`config.mk`:
```
export PLATFORM = sky130hd
export DESIGN_NAME = scoreboard_ctrl
export DESIGN_NICKNAME = d
export VERILOG_FILES = /design/src/rtl/scoreboard_ctrl.sv
export SDC_FILE = /design/constraint.sdc
export NUM_CORES = 1
export LEC_CHECK = 0
export CORE_MARGIN = 2
export CORE_UTILIZATION = 54
export CTS_CLUSTER_SIZE = 16
export DETAILED_ROUTE_END_ITERATION = 7
export PLACE_DENSITY = 0.81
export SETUP_SLACK_MARGIN = 0.2
export SLEW_MARGIN = 10
export SYNTH_ARGS = -nofsm -noshare
export SYNTH_HDL_FRONTEND = slang
export SYNTH_SLANG_ARGS = --single-unit
export TNS_END_PERCENT = 5
```
`constraint.sdc`:
```
create_clock -name clk -period 4.47 [get_ports clk]
set_input_delay 0.894 -clock clk [delete_from_list [all_inputs] [get_ports clk]]
set_output_delay 0.894 -clock clk [all_outputs]
set_load 0.01 [all_outputs]
```
`src/rtl/scoreboard_ctrl.sv`:
```
// Scoreboard write-port controller: in-order retire plus round-robin arbitration of
// alloc/opcode/completion requesters, with a walking flush that invalidates every entry.
module scoreboard_ctrl #(
    parameter int unsigned SCRBRD_SIZE  = 32,
    parameter int unsigned PC_WIDTH     = 32,
    parameter int unsigned OPCODE_WIDTH = 7,
    localparam int unsigned IDX_W       = $clog2(SCRBRD_SIZE)
) (
    input  logic                    clk,
    input  logic                    rst,
    input  logic                    alloc_valid,
    input  logic [PC_WIDTH-1:0]     alloc_pc,
    output logic                    alloc_ready,
    output logic [IDX_W-1:0]        alloc_idx,
    input  logic                    op_valid,
    input  logic [IDX_W-1:0]        op_idx,
    input  logic [OPCODE_WIDTH-1:0] op_opcode,
    output logic                    op_ready,
    input  logic                    cmpl_valid,
    input  logic [IDX_W-1:0]        cmpl_idx,
    output logic                    cmpl_ready,
    input  logic                    flush,
    output logic [IDX_W-1:0]        sb_idx,
    output logic                    sb_pc_vld,
    output logic [PC_WIDTH-1:0]     sb_pc,
    output logic                    sb_opcode_vld,
    output logic [OPCODE_WIDTH-1:0] sb_opcode,
    output logic                    sb_completed_vld,
    output logic                    sb_invalidate_vld,
    output logic                    retire_vld,
    output logic [IDX_W-1:0]        retire_idx,
    output logic [IDX_W:0]          count,
    output logic                    full,
    output logic                    empty,
    output logic                    flush_busy,
    output logic                    err_bad_idx
);

    typedef enum logic {StRun, StFlush} state_e;

    localparam logic [IDX_W-1:0] IdxOne  = IDX_W'(1);
    localparam logic [IDX_W-1:0] IdxLast = IDX_W'(SCRBRD_SIZE - 1);
    localparam logic [IDX_W:0]   CntOne  = (IDX_W + 1)'(1);
    localparam logic [IDX_W:0]   CntFull = (IDX_W + 1)'(SCRBRD_SIZE);

    state_e                  state_q, state_d;
    logic [IDX_W-1:0]        head_q, head_d, tail_q, tail_d, walk_q, walk_d;
    logic [IDX_W:0]          count_q, count_d;
    logic [SCRBRD_SIZE-1:0]  vld_q, vld_d, cmpl_q, cmpl_d;
    logic [1:0]              rr_q, rr_d;  // 0: cmpl, 1: op, 2: alloc
    logic                    err_q, err_d;
    logic [IDX_W-1:0]        sb_idx_q, sb_idx_d, retire_idx_q, retire_idx_d;
    logic                    sb_pc_vld_q, sb_pc_vld_d, sb_opcode_vld_q, sb_opcode_vld_d;
    logic                    sb_completed_vld_q, sb_completed_vld_d;
    logic                    sb_invalidate_vld_q, sb_invalidate_vld_d;
    logic                    retire_vld_q, retire_vld_d;
    logic [PC_WIDTH-1:0]     sb_pc_q, sb_pc_d;
    logic [OPCODE_WIDTH-1:0] sb_opcode_q, sb_opcode_d;

    logic       run_ok, retire_go, rr_en;
    logic [2:0] req, gnt;

    assign full      = (count_q == CntFull);
    assign run_ok    = (state_q == StRun) && !flush;
    assign retire_go = run_ok && vld_q[head_q] && cmpl_q[head_q];
    assign rr_en     = run_ok && !retire_go;
    assign req       = {alloc_valid && !full, op_valid, cmpl_valid};

    // Priority order starts at the requester after the previous RR winner.
    always_comb begin
        gnt = 3'b000;
        if (rr_en) begin
            unique case (rr_q)
                2'd1: begin
                    if (req[1])      gnt = 3'b010;
                    else if (req[2]) gnt = 3'b100;
                    else if (req[0]) gnt = 3'b001;
                end
                2'd2: begin
                    if (req[2])      gnt = 3'b100;
                    else if (req[0]) gnt = 3'b001;
                    else if (req[1]) gnt = 3'b010;
                end
                default: begin
                    if (req[0])      gnt = 3'b001;
                    else if (req[1]) gnt = 3'b010;
                    else if (req[2]) gnt = 3'b100;
                end
            endcase
        end
    end

    assign cmpl_ready = gnt[0];
    assign op_ready   = gnt[1];
    assign alloc_ready = gnt[2];
    assign alloc_idx  = tail_q;

    always_comb begin
        state_d             = state_q;
        head_d              = head_q;
        tail_d              = tail_q;
        walk_d              = walk_q;
        count_d             = count_q;
        vld_d               = vld_q;
        cmpl_d              = cmpl_q;
        rr_d                = rr_q;
        err_d               = err_q;
        sb_idx_d            = '0;
        sb_pc_vld_d         = 1'b0;
        sb_pc_d             = '0;
        sb_opcode_vld_d     = 1'b0;
        sb_opcode_d         = '0;
        sb_completed_vld_d  = 1'b0;
        sb_invalidate_vld_d = 1'b0;
        retire_vld_d        = 1'b0;
        retire_idx_d        = '0;

        if (state_q == StRun) begin
            if (flush) begin
                state_d = StFlush;
                walk_d  = '0;
            end else if (retire_go) begin
                vld_d[head_q]       = 1'b0;
                head_d              = head_q + IdxOne;
                count_d             = count_q - CntOne;
                sb_idx_d            = head_q;
                sb_invalidate_vld_d = 1'b1;
                retire_vld_d        = 1'b1;
                retire_idx_d        = head_q;
            end else if (gnt[0]) begin
                cmpl_d[cmpl_idx]   = 1'b1;
                sb_idx_d           = cmpl_idx;
                sb_completed_vld_d = 1'b1;
                rr_d               = 2'd1;
                if (!vld_q[cmpl_idx]) err_d = 1'b1;
            end else if (gnt[1]) begin
                sb_idx_d        = op_idx;
                sb_opcode_vld_d = 1'b1;
                sb_opcode_d     = op_opcode;
                rr_d            = 2'd2;
                if (!vld_q[op_idx]) err_d = 1'b1;
            end else if (gnt[2]) begin
                vld_d[tail_q]  = 1'b1;
                cmpl_d[tail_q] = 1'b0;
                tail_d         = tail_q + IdxOne;
                count_d        = count_q + CntOne;
                sb_idx_d       = tail_q;
                sb_pc_vld_d    = 1'b1;
                sb_pc_d        = alloc_pc;
                rr_d           = 2'd0;
            end
        end else begin
            vld_d[walk_q]       = 1'b0;
            cmpl_d[walk_q]      = 1'b0;
            sb_idx_d            = walk_q;
            sb_invalidate_vld_d = 1'b1;
            walk_d              = walk_q + IdxOne;
            if (walk_q == IdxLast) begin
                head_d  = '0;
                tail_d  = '0;
                count_d = '0;
                state_d = StRun;
            end
        end
    end

    always_ff @(posedge clk) begin
        if (rst) begin
            state_q             <= StRun;
            head_q              <= '0;
            tail_q              <= '0;
            walk_q              <= '0;
            count_q             <= '0;
            vld_q               <= '0;
            cmpl_q              <= '0;
            rr_q                <= 2'd0;
            err_q               <= 1'b0;
            sb_idx_q            <= '0;
            sb_pc_vld_q         <= 1'b0;
            sb_pc_q             <= '0;
            sb_opcode_vld_q     <= 1'b0;
            sb_opcode_q         <= '0;
            sb_completed_vld_q  <= 1'b0;
            sb_invalidate_vld_q <= 1'b0;
            retire_vld_q        <= 1'b0;
            retire_idx_q        <= '0;
        end else begin
            state_q             <= state_d;
            head_q              <= head_d;
            tail_q              <= tail_d;
            walk_q              <= walk_d;
            count_q             <= count_d;
            vld_q               <= vld_d;
            cmpl_q              <= cmpl_d;
            rr_q                <= rr_d;
            err_q               <= err_d;
            sb_idx_q            <= sb_idx_d;
            sb_pc_vld_q         <= sb_pc_vld_d;
            sb_pc_q             <= sb_pc_d;
            sb_opcode_vld_q     <= sb_opcode_vld_d;
            sb_opcode_q         <= sb_opcode_d;
            sb_completed_vld_q  <= sb_completed_vld_d;
            sb_invalidate_vld_q <= sb_invalidate_vld_d;
            retire_vld_q        <= retire_vld_d;
            retire_idx_q        <= retire_idx_d;
        end
    end

    assign sb_idx            = sb_idx_q;
    assign sb_pc_vld         = sb_pc_vld_q;
    assign sb_pc             = sb_pc_q;
    assign sb_opcode_vld     = sb_opcode_vld_q;
    assign sb_opcode         = sb_opcode_q;
    assign sb_completed_vld  = sb_completed_vld_q;
    assign sb_invalidate_vld = sb_invalidate_vld_q;
    assign retire_vld        = retire_vld_q;
    assign retire_idx        = retire_idx_q;
    assign count             = count_q;
    assign empty             = (count_q == '0);
    assign flush_busy        = (state_q == StFlush);
    assign err_bad_idx       = err_q;

endmodule
```
# == After elaboration in Yosys (flattened, before gate mapping) ==
# Index checks and enable logic that the tools add are counted.
# op_classes
n_bitwise,14
n_lt_le_gt_ge,9
eq_ne,14
muxes,80
n_reduce_logical,34
add_sub_neg,5
# op_table
op,n
two-way mux 32 bit,12
bitwise AND 32 bit,4
inverter 32 bit,3
two-way mux 5 bit,18
OR 32 bit,2
two-way mux 6 bit,7
"< comparator 5 x 6 -> 1 bit, second input constant",5
two-way mux 1 bit,22
two-way mux 3 bit,7
binary-select mux 1 bit (select 5 bit),4
demux 1 bit (select 5 bit),4
">= comparator 5 x 1 -> 1 bit, second input constant",4
"adder 5 x 1 -> 5 bit, second input constant",3
AND reduction 4 bit,3
AND reduction 6 bit,2
OR reduction 6 bit,2
two-way mux 2 bit,5
"!= test 2 bit, second input constant",5
logical AND 1 bit,9
"!= test 3 bit, second input constant",3
nonzero test 3 bit,3
nonzero test 2 bit,4
OR reduction 4 bit,2
OR reduction 7 bit,1
other kinds (15),22
# totals
in_bits,55
word_cells,174
out_inout_bits,72
regBits,143

# == Longest topological paths before layout ==
# depth
ltp_word,14
mapped_depth,19
ltp_nobuf,14

# == Worst setup path after synthesis ==
# Ideal clock, no wire load.
# synth_timing
path_kind,input to register
from,input flush
to,"register count_q[5], in the netlist count[5]"
slack_ns,0.394
required_time_ns,4.353
path_buffers,3
arrival_time_ns,3.959
path_stages,16
setup_time_ns,0.117
path_cell_list,or2_0 -> or4_1 -> a221o_1 -> nor2_4 -> buf_4 -> buf_6 -> buf_4 -> ha_1 -> a21o_1 -> a21oi_1 -> o21bai_1 -> a21oi_1 -> a211oi_1 -> a21oi_1 -> xnor2_1 -> a32o_1
# synth_between
elab_chain_len,9
elab_cells_between_ends,15
# synth_lines
element,line_no,source
start: declaration,22,"input logic flush,"
logical NOT 1 bit,64,assign run_ok = (state_q == StRun) && !flush;
logical AND 1 bit,64,
logical AND 1 bit (2 in a row),65,assign retire_go = run_ok && vld_q[head_q] && cmpl_q[head_q];
logical NOT 1 bit,66,assign rr_en = run_ok && !retire_go;
logical AND 1 bit,66,
two-way mux 3 bit,72,if (rr_en) begin
!= test 3 bit (no source line) or nonzero test 3 bit (tied branches),-,
AND reduction 5 bit (no source line),-,
end signal: assignment,192,count_q <= count_d;
end: declaration,48,"logic [IDX_W:0] count_q, count_d;"
# Several ways; a longest one is shown, not always the timed one. The select of a mux whose other input is x is not followed.
# A chain may end at the register's enable or synchronous reset.

# == Final worst setup path ==
# layout_timing
from,input flush
to,output op_ready
# layout_between
elab_chain_len,7
# layout_lines
element,line_no,source
logical NOT 1 bit *,64,
logical AND 1 bit *,64,
logical AND 1 bit (2 in a row),65,
logical NOT 1 bit,66,
logical AND 1 bit *,66,
two-way mux 3 bit *,72,
end: declaration,18,"output logic op_ready,"
# Every way passes the cells marked *; elsewhere a longest branch is shown, timed or not.

==> impl_metrics.tcl <==
set metrics [dict create \
    slew_headroom 0.302 \
    antenna_found_initial 0 \
    core.rowCount 43 \
    hold_viol_final 0 \
    ys_types 74 \
    ys_ff_latch 143 \
    avgRoutedWirePerCell_um 22.4 \
    ys_warn_count 0 \
    status "completed" \
    dr.pass1.iters 6 \
    antenna_cells 0 \
    period_needed_ns 4.21 \
    p_clk_frac 0.463 \
    swShare 0.266 \
    power_density_nw_per_um2 300 \
    cts_tree "built" \
    place_hpwl_um 18500 \
    area_growth_pct 26.4 \
    synth.yosys.seq_area_share 0.375 \
    gp_congestion 1.08 \
    finalSetupTns_ns 0 \
    tightestPinTransition_ns 1.05 \
    grt_pass1_vias 7385 \
    die_w_um 123 \
    synth_top_area_cell "dfxtp_1" \
    synth_area_leaders "dfxtp_1 37%, mux4_2 6.5%, nand2_1 4.0%" \
    first_iter_violations 1372 \
    slew_viol_final 0 \
    synth.most_common_cell "dfxtp_1" \
    fin_ws_ns 0.260 \
    pwr-share-seq 0.446 \
    synthesis.nets 943 \
    hold_buffers 0 \
    cp_data_required_time_ns 3.58 \
    root_buffer "clkbuf_16" \
    rsz0062_at_grt "true" \
    ys.flop_type "dfxtp_1" \
    num_io_pins 127 \
    grt_max_degree 45 \
    ir_drop_v 0.000313 \
    core_um2 13800 \
    fp.dieH_um 123 \
    max_freq_ghz 0.238 \
    die_area_um2 15100 \
    cts_sinks 143 \
    endpoint_kind "output port" \
    insertion_delay_ns 0.44 \
    fin_nets 1057 \
    pre_cts_ws_ns 0.259 \
    period_share 0.942 \
    numCtsBuffers 17 \
    multi_input_area_um2 4360 \
    hold_path_class "reg -> reg" \
    crit_path_frequent_cell "clkdlybuf4s50_1" \
    leakagePower_nw 3.63 \
    grt-ovfl-total 0 \
    path_cells "clkdlybuf4s50_1, or2_0, or4_1, a221o_1, nor2_4, inv_4, nand2_1, nor2_1, clkdlybuf4s50_1" \
    synth-async-reset-ratio 0 \
    syn_avg_cell_area_um2 8.80 \
    setup_viol 0 \
    switching_power_uw 772 \
    critPathBufInv 3 \
    clkSlewWorstSetupHoldPaths_ns 0.06 \
    yosys-top-cells-count "143 x dfxtp_1, 81 x nand2_1, 57 x nor2_1, 57 x o21ai_0, 52 x a21oi_1" \
    cp_max_fo 5 \
    critical_path_class "in -> out" \
    grt_pass1_wl_um 40500 \
    skew_ns 0.00899 \
    vias 7872 \
    arrival_ns 3.32 \
    yosysTopAreaCellShare 0.375 \
    avgViaCountPerCell 6.70 \
    internal-power_mw 2.13 \
    cts_max_level 4 \
    syn_area_um2 7640 \
    fillers 1075 \
    seq_area_um2 2870 \
    synth_cells 868 \
    cpLargestDelayFamily "simple AND/OR/NAND/NOR gates" \
    portBuffers 126 \
    wl_um 26300 \
    initial_utilization 0.553 \
    grt.total_usage 0.357 \
    comb_power_share 0.091 \
    startpoint_type "primary input" \
    synth_edf_count 0 \
    postRouteAntennaNets 0 \
    drc_errors 0 \
    cp_slowest_cell "or4_1" \
    clock_tree.buffer_depth 2 \
    worst_path_largest_cell_delay_ns 0.56 \
    maxCapViolations 0 \
    drive_above_1_share 0.117 \
]
-- worst register-to-register path: cells and delay by family (launching register included) --
| kind | cells | cell delay, ns |
|---|---|---|
| AO/OA/AOI/OAI | 8 | 1.54 |
| flip-flops | 1 | 0.63 |
| AND/OR/NAND/NOR | 3 | 0.79 |
| buffers and inverters | 2 | 0.24 |
| XOR/XNOR | 1 | 0.09 |
| multiplexers | 1 | 0.40 |
| adder cells (fa/ha/maj) | 1 | 0.21 |
-- layer usage --
layer,vias up,part of all wire,global-route usage
met5,-,0,0
met4,0,0.058,0.183
met3,150,0.15,0.131
met2,642,0.42,0.515
met1,3655,0.37,0.467
li1,3425,-,-
-- kinds of logic (layout without fill, tap and decap cells) --
group                    after synthesis  after routing  synth area share
AO/OA/AOI/OAI                        236            236             0.207
multiplexers                          44             44            0.0984
AND/OR/NAND/NOR                      321            321             0.222
buffers and inverters                 97            224            0.0558
flip-flops                           143            143             0.375
adder cells (fa/ha/maj)               20             20            0.0337
XOR/XNOR                               7              7           0.00802
-- path summary, 6_finish.rpt --
kind         startpoint         to  slack, ns  cells after the start
max               flush   op_ready       0.26                      9
max reg2reg   head_q[0]   count[5]       0.46                     16
min           cmpl_q[5]  cmpl_q[5]       0.50                      2
min reg2reg   cmpl_q[5]  cmpl_q[5]       0.50                      2
-- stage by stage --
step	utilization	hold slack (ns)	power [mW]	cells	area [um2]
finish	0.699	0.497	2.90	1175	9660
global route	0.699	0.520	2.99	1175	9660
CTS	0.697	0.496	2.90	1173	9640
detailed placement	0.657	0.484	1.58	1141	9090
global placement	0.657	0.469	1.57	1141	9090
floorplan	-	0.449	1.46	868	7640
-- power groups by stage --
| stage | clock, mW | combinational [mW] | sequential [mW] |
|---|---|---|---|
| after floorplan | 0 | 0.134 | 1.33 |
| final | 1.34 | 0.263 | 1.29 |
| after global routing | 1.41 | 0.280 | 1.29 |
| after CTS | 1.35 | 0.255 | 1.29 |
| after global placement | 0 | 0.251 | 1.32 |
| after detailed placement | 0 | 0.253 | 1.32 |
-- final cells by class --
class | instances | area share
multi-input combinational | 628 | 0.451
clock buffer | 18 | 0.0444
sequential | 143 | 0.297
timing repair buffer | 160 | 0.159
tap | 180 | 0.0233
inverter | 32 | 0.0127
clock inverter | 14 | 0.0130
-- registers in the layout, indices dropped and copies added (netlist names), 2 cells and up --
signal      cells
alloc_idx       5
sb_idx          5
sb_pc          32
head_q          5
cmpl_q         32
count           6
walk_q          5
sb_opcode       7
vld_q          32
retire_idx      5
rr_q            2
-- placed cells by master (no fill, tap or decap), types with 25 or more instances in the layout --
cell type and instances:
a31oi_1 25, a21oi_1 52, o21ai_0 57, nor2_1 57, nand3_1 31, clkdlybuf4s50_1 125
buf_4 33, nand2_1 81, and2_1 45, inv_1 30, dfxtp_1 141
-- timing repair --
action	in CTS	in global routing
gates resized for setup	1	2
setup endpoints to repair	1	3
hold endpoints to repair	0	0
pin swaps	0	1
setup buffers	0	2
Note: power is estimated with default switching activity, not from simulation.
